$ cat src/rtl/pc_unit.sv
// Program-counter stage: selects PC+4 or the branch target, sequences instruction
// fetch with a req/rdy handshake, traps misaligned taken targets and counts retirements.
module pc_unit #(
  parameter logic [31:0] RESET_PC = 32'h0000_0000,
  parameter logic [31:0] TRAP_VEC = 32'h0000_0100
) (
  input  logic        clk,
  input  logic        rst_n,
  input  logic        NextPCSrc,
  input  logic [31:0] BrTarget,
  input  logic        pc_en,
  input  logic        imem_rdy,
  output logic [31:0] PC,
  output logic [31:0] PCInc,
  output logic        fetch_req,
  output logic        instr_vld,
  output logic        misalign,
  output logic [31:0] trap_pc,
  output logic [31:0] instret
);

  typedef enum logic [1:0] {
    BOOT,
    FETCH,
    EXEC,
    TRAP
  } state_t;

  state_t      state_q, state_d;
  logic [31:0] pc_q, pc_d;
  logic [31:0] trap_pc_q, trap_pc_d;
  logic [31:0] instret_q, instret_d;

  logic [31:0] pc_inc;
  logic [31:0] tgt;
  logic        bad;

  // JALR semantics: bit 0 of the target is always dropped; only bit 1 can misalign.
  assign tgt    = BrTarget & ~32'd1;
  assign bad    = NextPCSrc & tgt[1];
  assign pc_inc = pc_q + 32'd4;

  always_ff @(posedge clk or negedge rst_n) begin
    if (!rst_n) begin
      state_q   <= BOOT;
      pc_q      <= RESET_PC;
      trap_pc_q <= '0;
      instret_q <= '0;
    end else begin
      state_q   <= state_d;
      pc_q      <= pc_d;
      trap_pc_q <= trap_pc_d;
      instret_q <= instret_d;
    end
  end

  always_comb begin
    state_d   = state_q;
    pc_d      = pc_q;
    trap_pc_d = trap_pc_q;
    instret_d = instret_q;
    case (state_q)
      BOOT:  state_d = FETCH;
      FETCH: begin
        if (imem_rdy) begin
          state_d = EXEC;
        end
      end
      EXEC: begin
        if (pc_en) begin
          if (bad) begin
            trap_pc_d = pc_q;
            state_d   = TRAP;
          end else begin
            pc_d      = NextPCSrc ? tgt : pc_inc;
            instret_d = instret_q + 32'd1;
            state_d   = FETCH;
          end
        end
      end
      TRAP: begin
        pc_d    = TRAP_VEC;
        state_d = FETCH;
      end
    endcase
  end

  // Handshake and status outputs decode straight from state, so async reset clears them.
  assign fetch_req = (state_q == FETCH);
  assign instr_vld = (state_q == EXEC);
  assign misalign  = (state_q == TRAP);
  assign PC        = pc_q;
  assign PCInc     = pc_inc;
  assign trap_pc   = trap_pc_q;
  assign instret   = instret_q;

endmodule
$ cat config.mk
export PLATFORM = sky130hd
export DESIGN_NAME = pc_unit
export DESIGN_NICKNAME = d
export VERILOG_FILES = /design/src/rtl/pc_unit.sv
export SDC_FILE = /design/constraint.sdc
export NUM_CORES = 1
export LEC_CHECK = 0
export CAP_MARGIN = 20
export CORE_ASPECT_RATIO = 2
export CORE_MARGIN = 1.5
export CORE_UTILIZATION = 25
export DETAILED_ROUTE_END_ITERATION = 7
export REMOVE_ABC_BUFFERS = 1
export SYNTH_ARGS = -nofsm -noshare
export SYNTH_HDL_FRONTEND = slang
export SYNTH_SLANG_ARGS = --single-unit
$ cat constraint.sdc
create_clock -name clk -period 2.7 [get_ports clk]
set_clock_uncertainty 0.2 [all_clocks]
set_input_delay 0.54 -clock clk [delete_from_list [all_inputs] [get_ports clk]]
set_output_delay 0.54 -clock clk [all_outputs]
set_load 0.1 [all_outputs]
**Word-level counts from Yosys, hierarchy flattened**

Cells that the tools add are included.

- Bits in registers: 98
- Input port bits: 37
- Output and inout bits: 131

- Add/subtract/negate cells: 2
- Equal/unequal tests: 6
- Muxes and demuxes: 8
- Bitwise gates (word level): 2
- Reduce and logical (&&, ||, !) cells: 7

Operators with widths:

| operator | number |
|---|---|
| 32-bit 2-to-1 mux | 3 |
| 32-bit one-hot mux with 2 select lines | 1 |
| 32-bit by 1-bit adder with 32-bit output (second input constant) | 1 |
| 32-bit by 3-bit adder with 32-bit output (second input constant) | 1 |
| 3-bit AND reduction | 3 |
| 2-bit 2-to-1 mux | 3 |
| 2-bit != test (second input constant) | 3 |
| 2-bit one-hot mux with 3 select lines | 1 |
| 2-bit == test (second input constant) | 2 |
| 2-bit by 1-bit == test with 1-bit output (second input constant) | 1 |
| 2-bit zero test | 1 |
| 2-bit AND reduction | 1 |
| 2-bit nonzero test | 1 |
| 2-bit OR reduction | 1 |
| 1-bit bitwise AND | 1 |
| 1-bit NOT | 1 |

**Longest topological paths before layout**

- Depth in word-level cells: 5
- Depth in mapped cells: 7

**Worst setup path after synthesis**

No wires, ideal clock.

- Path kind: register -> output
- Start: reg pc_q[8] (netlist: PC[8])
- End: out PCInc[22]
- Arrival time: 3.662 ns
- Path slack: -1.702 ns
- Stages on the path, launching flop included: 6
- Path through: dfrtp_1 clkbuf_8 nand4_4 nor4_4 nand4_1 xnor2_1

- Longest elaborated chain between the ends: 1

RTL lines:

| item | RTL line | source |
|---|---|---|
| from (decl) | 30 | `logic [31:0] pc_q, pc_d;` |
| from (signal assigned) | 51 | `pc_q <= pc_d;` |
| 32-bit by 3-bit adder with 32-bit output | 41 | `assign pc_inc = pc_q + 32'd4;` |
| to (decl) | 14 | `output logic [31:0] PCInc,` |

No other way between the ends.

**Final worst setup path**

- Start: reg pc_q[14] (netlist: PC[14])
- End: out PCInc[28]

The elaborated chain is that of the path after synthesis.

==> summary.md <==
| Metric | Value |
|---|---|
| Failing checks | hold timing, setup timing |
| Final setup fails | 14 |
| Vias/cell | 4.65 |
| Synth Area in Adders | 0.00499 |
| Worst r2r src | PC[14] |
| CP Class | reg2out |
| Area growth, synth to finish | 67.7% |
| IO Port Bufs | 163 |
| Vert. Die Dim | 203 um |
| Placed Cells | 921 |
| Worst Hold Class | in2async |
| Async S/R FF share, synth | 1.00 |
| Unrepaired setup endpoints after global routing | true |
| Fraction of layout cells with a size suffix above 1 | 0.472 |
| Ys flop type | dfrtp_1 |
| Post-Synth Simple-Gate Area | 0.191 |
| Gate power share | 0.504 |
| Synthesized area | 0.00502 mm^2 |
| Max-slew violations | 0 |
| Tmin final | 2.83 ns |
| Peak supply drop | 320 uV |
| Sw power | 3.00 mW |
| EDFF count, synth | 0 |
| Core Box Area | 0.0198 mm^2 |
| Routed length per instance | 17.5 um |
| CTS sink cnt | 96 |
| Detailed placement HPWL | 12.8 mm |
| Cells along the critical path | nand3_4, buf_4, nor4_4, buf_4, nand4_1, xnor2_1, buf_4, buf_12 |
| Yosys cell types | 55 |
| Synth Instances | 469 |
| Largest net degree at the start of global routing | 41 |
| CP max stage cell | dfrtp_1 |
| Leakage | 4.05 nW |
| CTS max path bufs | 2 |
| CTS root buf | clkbuf_16 |
| Post-Syn Area per Cell | 10.7 um^2 |
| I/O pin cnt | 168 |
| CP peak stage delay | 0.44 ns |
| Top delay family on crit path | buffers and inverters |
| Cell Int Power | 3.19 mW |
| DRT iter0 DRCs | 162 |
| Ys Warns | 0 |
| Critical Path Fanout Max | 3 |
| Post-synthesis mux area share | 0.0795 |
| WHS | -0.00316 ns |
| Final hold vios | 8 |
| CTS tree | built |
| Die width | 103 um |
| Final Non-Filler Cells | 979 |
| Period utilisation layout | 1.05 |
| Final antenna-violating net count | 0 |
| Routability cong. | 0.770 |
| Largest family of logic cells by synthesized area | simple AND/OR/NAND/NOR gates |
| # nets final | 751 |
| Clk_lat worst skew | 0.35 ns |
| Fillers | 1917 |
| Crit path from | PC[14] |
| Die area | 0.0210 mm^2 |
| Most used cell along the critical path | buf_4 |
| Clock power share | 0.213 |
| Share of the yosys chip area belonging to registers | 0.479 |
| CTS clk-pin slew, worst paths | 0.07 ns |
| Achievable frequency | 353 MHz |
| Power, Total | 6.18 mW |
| Global-route wire length before repair | 26.1 mm |
| Total track usage | 0.166 |
| Worst rel slew slack | 0.304 |
| Crit. End Element | primary output |
| Number of global-route vias before repair | 4655 |
| Sw Share | 0.484 |
| Num CTS Buffers | 9 |
| Slew @ Worst Pin | 1.04 ns |
| Starting Density | 0.253 |
| Compound-Gate Fraction of Synth Area | 0.0975 |
| Pre-antenna DRT Iters | 4 |
| Post-synthesis xor/xnor area fraction | 0.104 |
| Initial antenna violation count | 1 |
| H-tree lvl count | 3 |
| Final Worst Setup Slack | -0.132 ns |
| WL final | 17.1 mm |
| #FFs+latches synth | 96 |
| Worst path required time | 1.96 ns |
| PwrDens | 734 mW/mm^2 |
| Fin area | 0.00842 mm^2 |
| Max Cap Viol | 0 |
| Crit path buffers/inverters | 4 |
| Status | complete, but fails checks |
| DP Area | 0.00731 mm^2 |
| Number of placement rows | 73 |
| WP data arrival | 2.09 ns |
| Residual DRC | 0 |
| Via Count | 4555 |
| Critical Path Source Type | register |
| GRT overflow | 0 |
| Share of power burned in registers | 0.282 |
logic make-up (layout without fill, tap and decap cells):
group                    Yosys count  in the layout
adder cells (fa/ha/maj)            2              2
flip-flops                        96             96
AND/OR/NAND/NOR                  163            163
multiplexers                      36             36
XOR/XNOR                          59             59
AO/OA/AOI/OAI                     75             75
other                              1              4
buffers and inverters             37            282
layer usage:
metal,up-vias,track usage,part of all wire
met4,0,0.0589,0.021
met2,149,0.316,0.57
li1,2155,-,-
met3,19,0.0264,0.049
met1,2232,0.178,0.36
met5,-,0,0
sequential cells by signal, summed over array words and instances (netlist names):
name and count:
instret 32, PC 31, state_q 2, trap_pc 31
per-stage QoR:
stage                     hold slack (ns)  setup WS [ns]  TNS (ns)  utilization
final                            -0.00316         -0.132     -1.05        0.425
after global placement              0.268         0.0161         0        0.369
after floorplan                    0.0444          -1.71    -51.74            -
after CTS                         0.00768         -0.161     -1.29        0.413
after detailed placement            0.268        -0.0292   -0.0558        0.369
after global routing               0.0316         -0.191     -2.13        0.425
synthesized netlist by cell type, types with 3 or more instances:
cell type | n | share of area
a221o_1 | 4 | 0.0080
clkbuf_8 | 3 | 0.0082
o21ai_0 | 26 | 0.026
nand2_1 | 38 | 0.028
and4_1 | 10 | 0.017
a21oi_1 | 12 | 0.012
clkbuf_1 | 10 | 0.0075
o311ai_1 | 3 | 0.0052
buf_2 | 6 | 0.0060
xor2_1 | 13 | 0.023
inv_1 | 7 | 0.0052
mux2_2 | 31 | 0.070
and3_1 | 14 | 0.017
nand4_1 | 16 | 0.020
nand3_1 | 24 | 0.024
nor3_1 | 6 | 0.0060
dfrtp_1 | 96 | 0.48
and2_1 | 4 | 0.0050
nor4_4 | 3 | 0.013
a22oi_1 | 8 | 0.012
xnor2_1 | 45 | 0.079
buf_4 | 8 | 0.012
nand3_2 | 3 | 0.0060
nor2_1 | 26 | 0.019
mux2i_1 | 5 | 0.010
a22o_1 | 5 | 0.0087
a21o_1 | 5 | 0.0075
power groups by stage:
stage / sequential (mW) / clock [mW] / combinational [mW]
after floorplan: 2.73 / 0 / 1.04
after global placement: 1.75 / 0 / 3.01
after CTS: 1.75 / 1.38 / 3.11
final: 1.75 / 1.32 / 3.12
after global routing: 1.77 / 1.42 / 3.22
after detailed placement: 1.76 / 0 / 3.02
what timing repair did:
item                       CTS  global route
pin swaps                   24            22
setup endpoints to repair   21            22
gates resized for setup     68            20
hold endpoints to repair     0             0
setup buffers               28            15
hold buffers                 0             0
cells in the final DEF (no fill, tap or decap), types with 7 or more instances in the layout:
cell,n
buf_6,13
nor2_1,20
a21oi_1,12
mux2_2,31
and4_1,9
dfrtp_1,88
dfrtp_2,8
clkbuf_16,9
buf_12,34
nand2_1,35
buf_4,179
and3_1,10
xnor2_1,35
inv_1,7
clkdlybuf4s50_1,34
a22oi_1,8
o21ai_0,25
nand3_1,21
nand4_1,16
final cells by class:
class / count / area [um^2] / area share
diodes: 1 / 2.50 / 0.000297
flip-flops and latches: 96 / 2410 / 0.287
inverters: 7 / 26.3 / 0.00312
multi-input cells: 338 / 2840 / 0.338
clock buffers: 10 / 239 / 0.0284
repair buffers: 260 / 2510 / 0.298
well taps: 262 / 328 / 0.0389
clock inverters: 5 / 56.3 / 0.00669
worst paths after layout:
kind / to / slack (ns) / cells past startpoint
setup / recovery: PCInc[28] / -0.13 / 8
hold / removal: trap_pc[7] / -0.003 / 1
setup reg to reg: PC[22] / 0.10 / 12
hold reg to reg: instret[31] / 0.28 / 1
max in group asynchronous: trap_pc[1] / 1.67 / 2
min in group clk: instret[31] / 0.28 / 1
(Power assumes the default switching activity.)
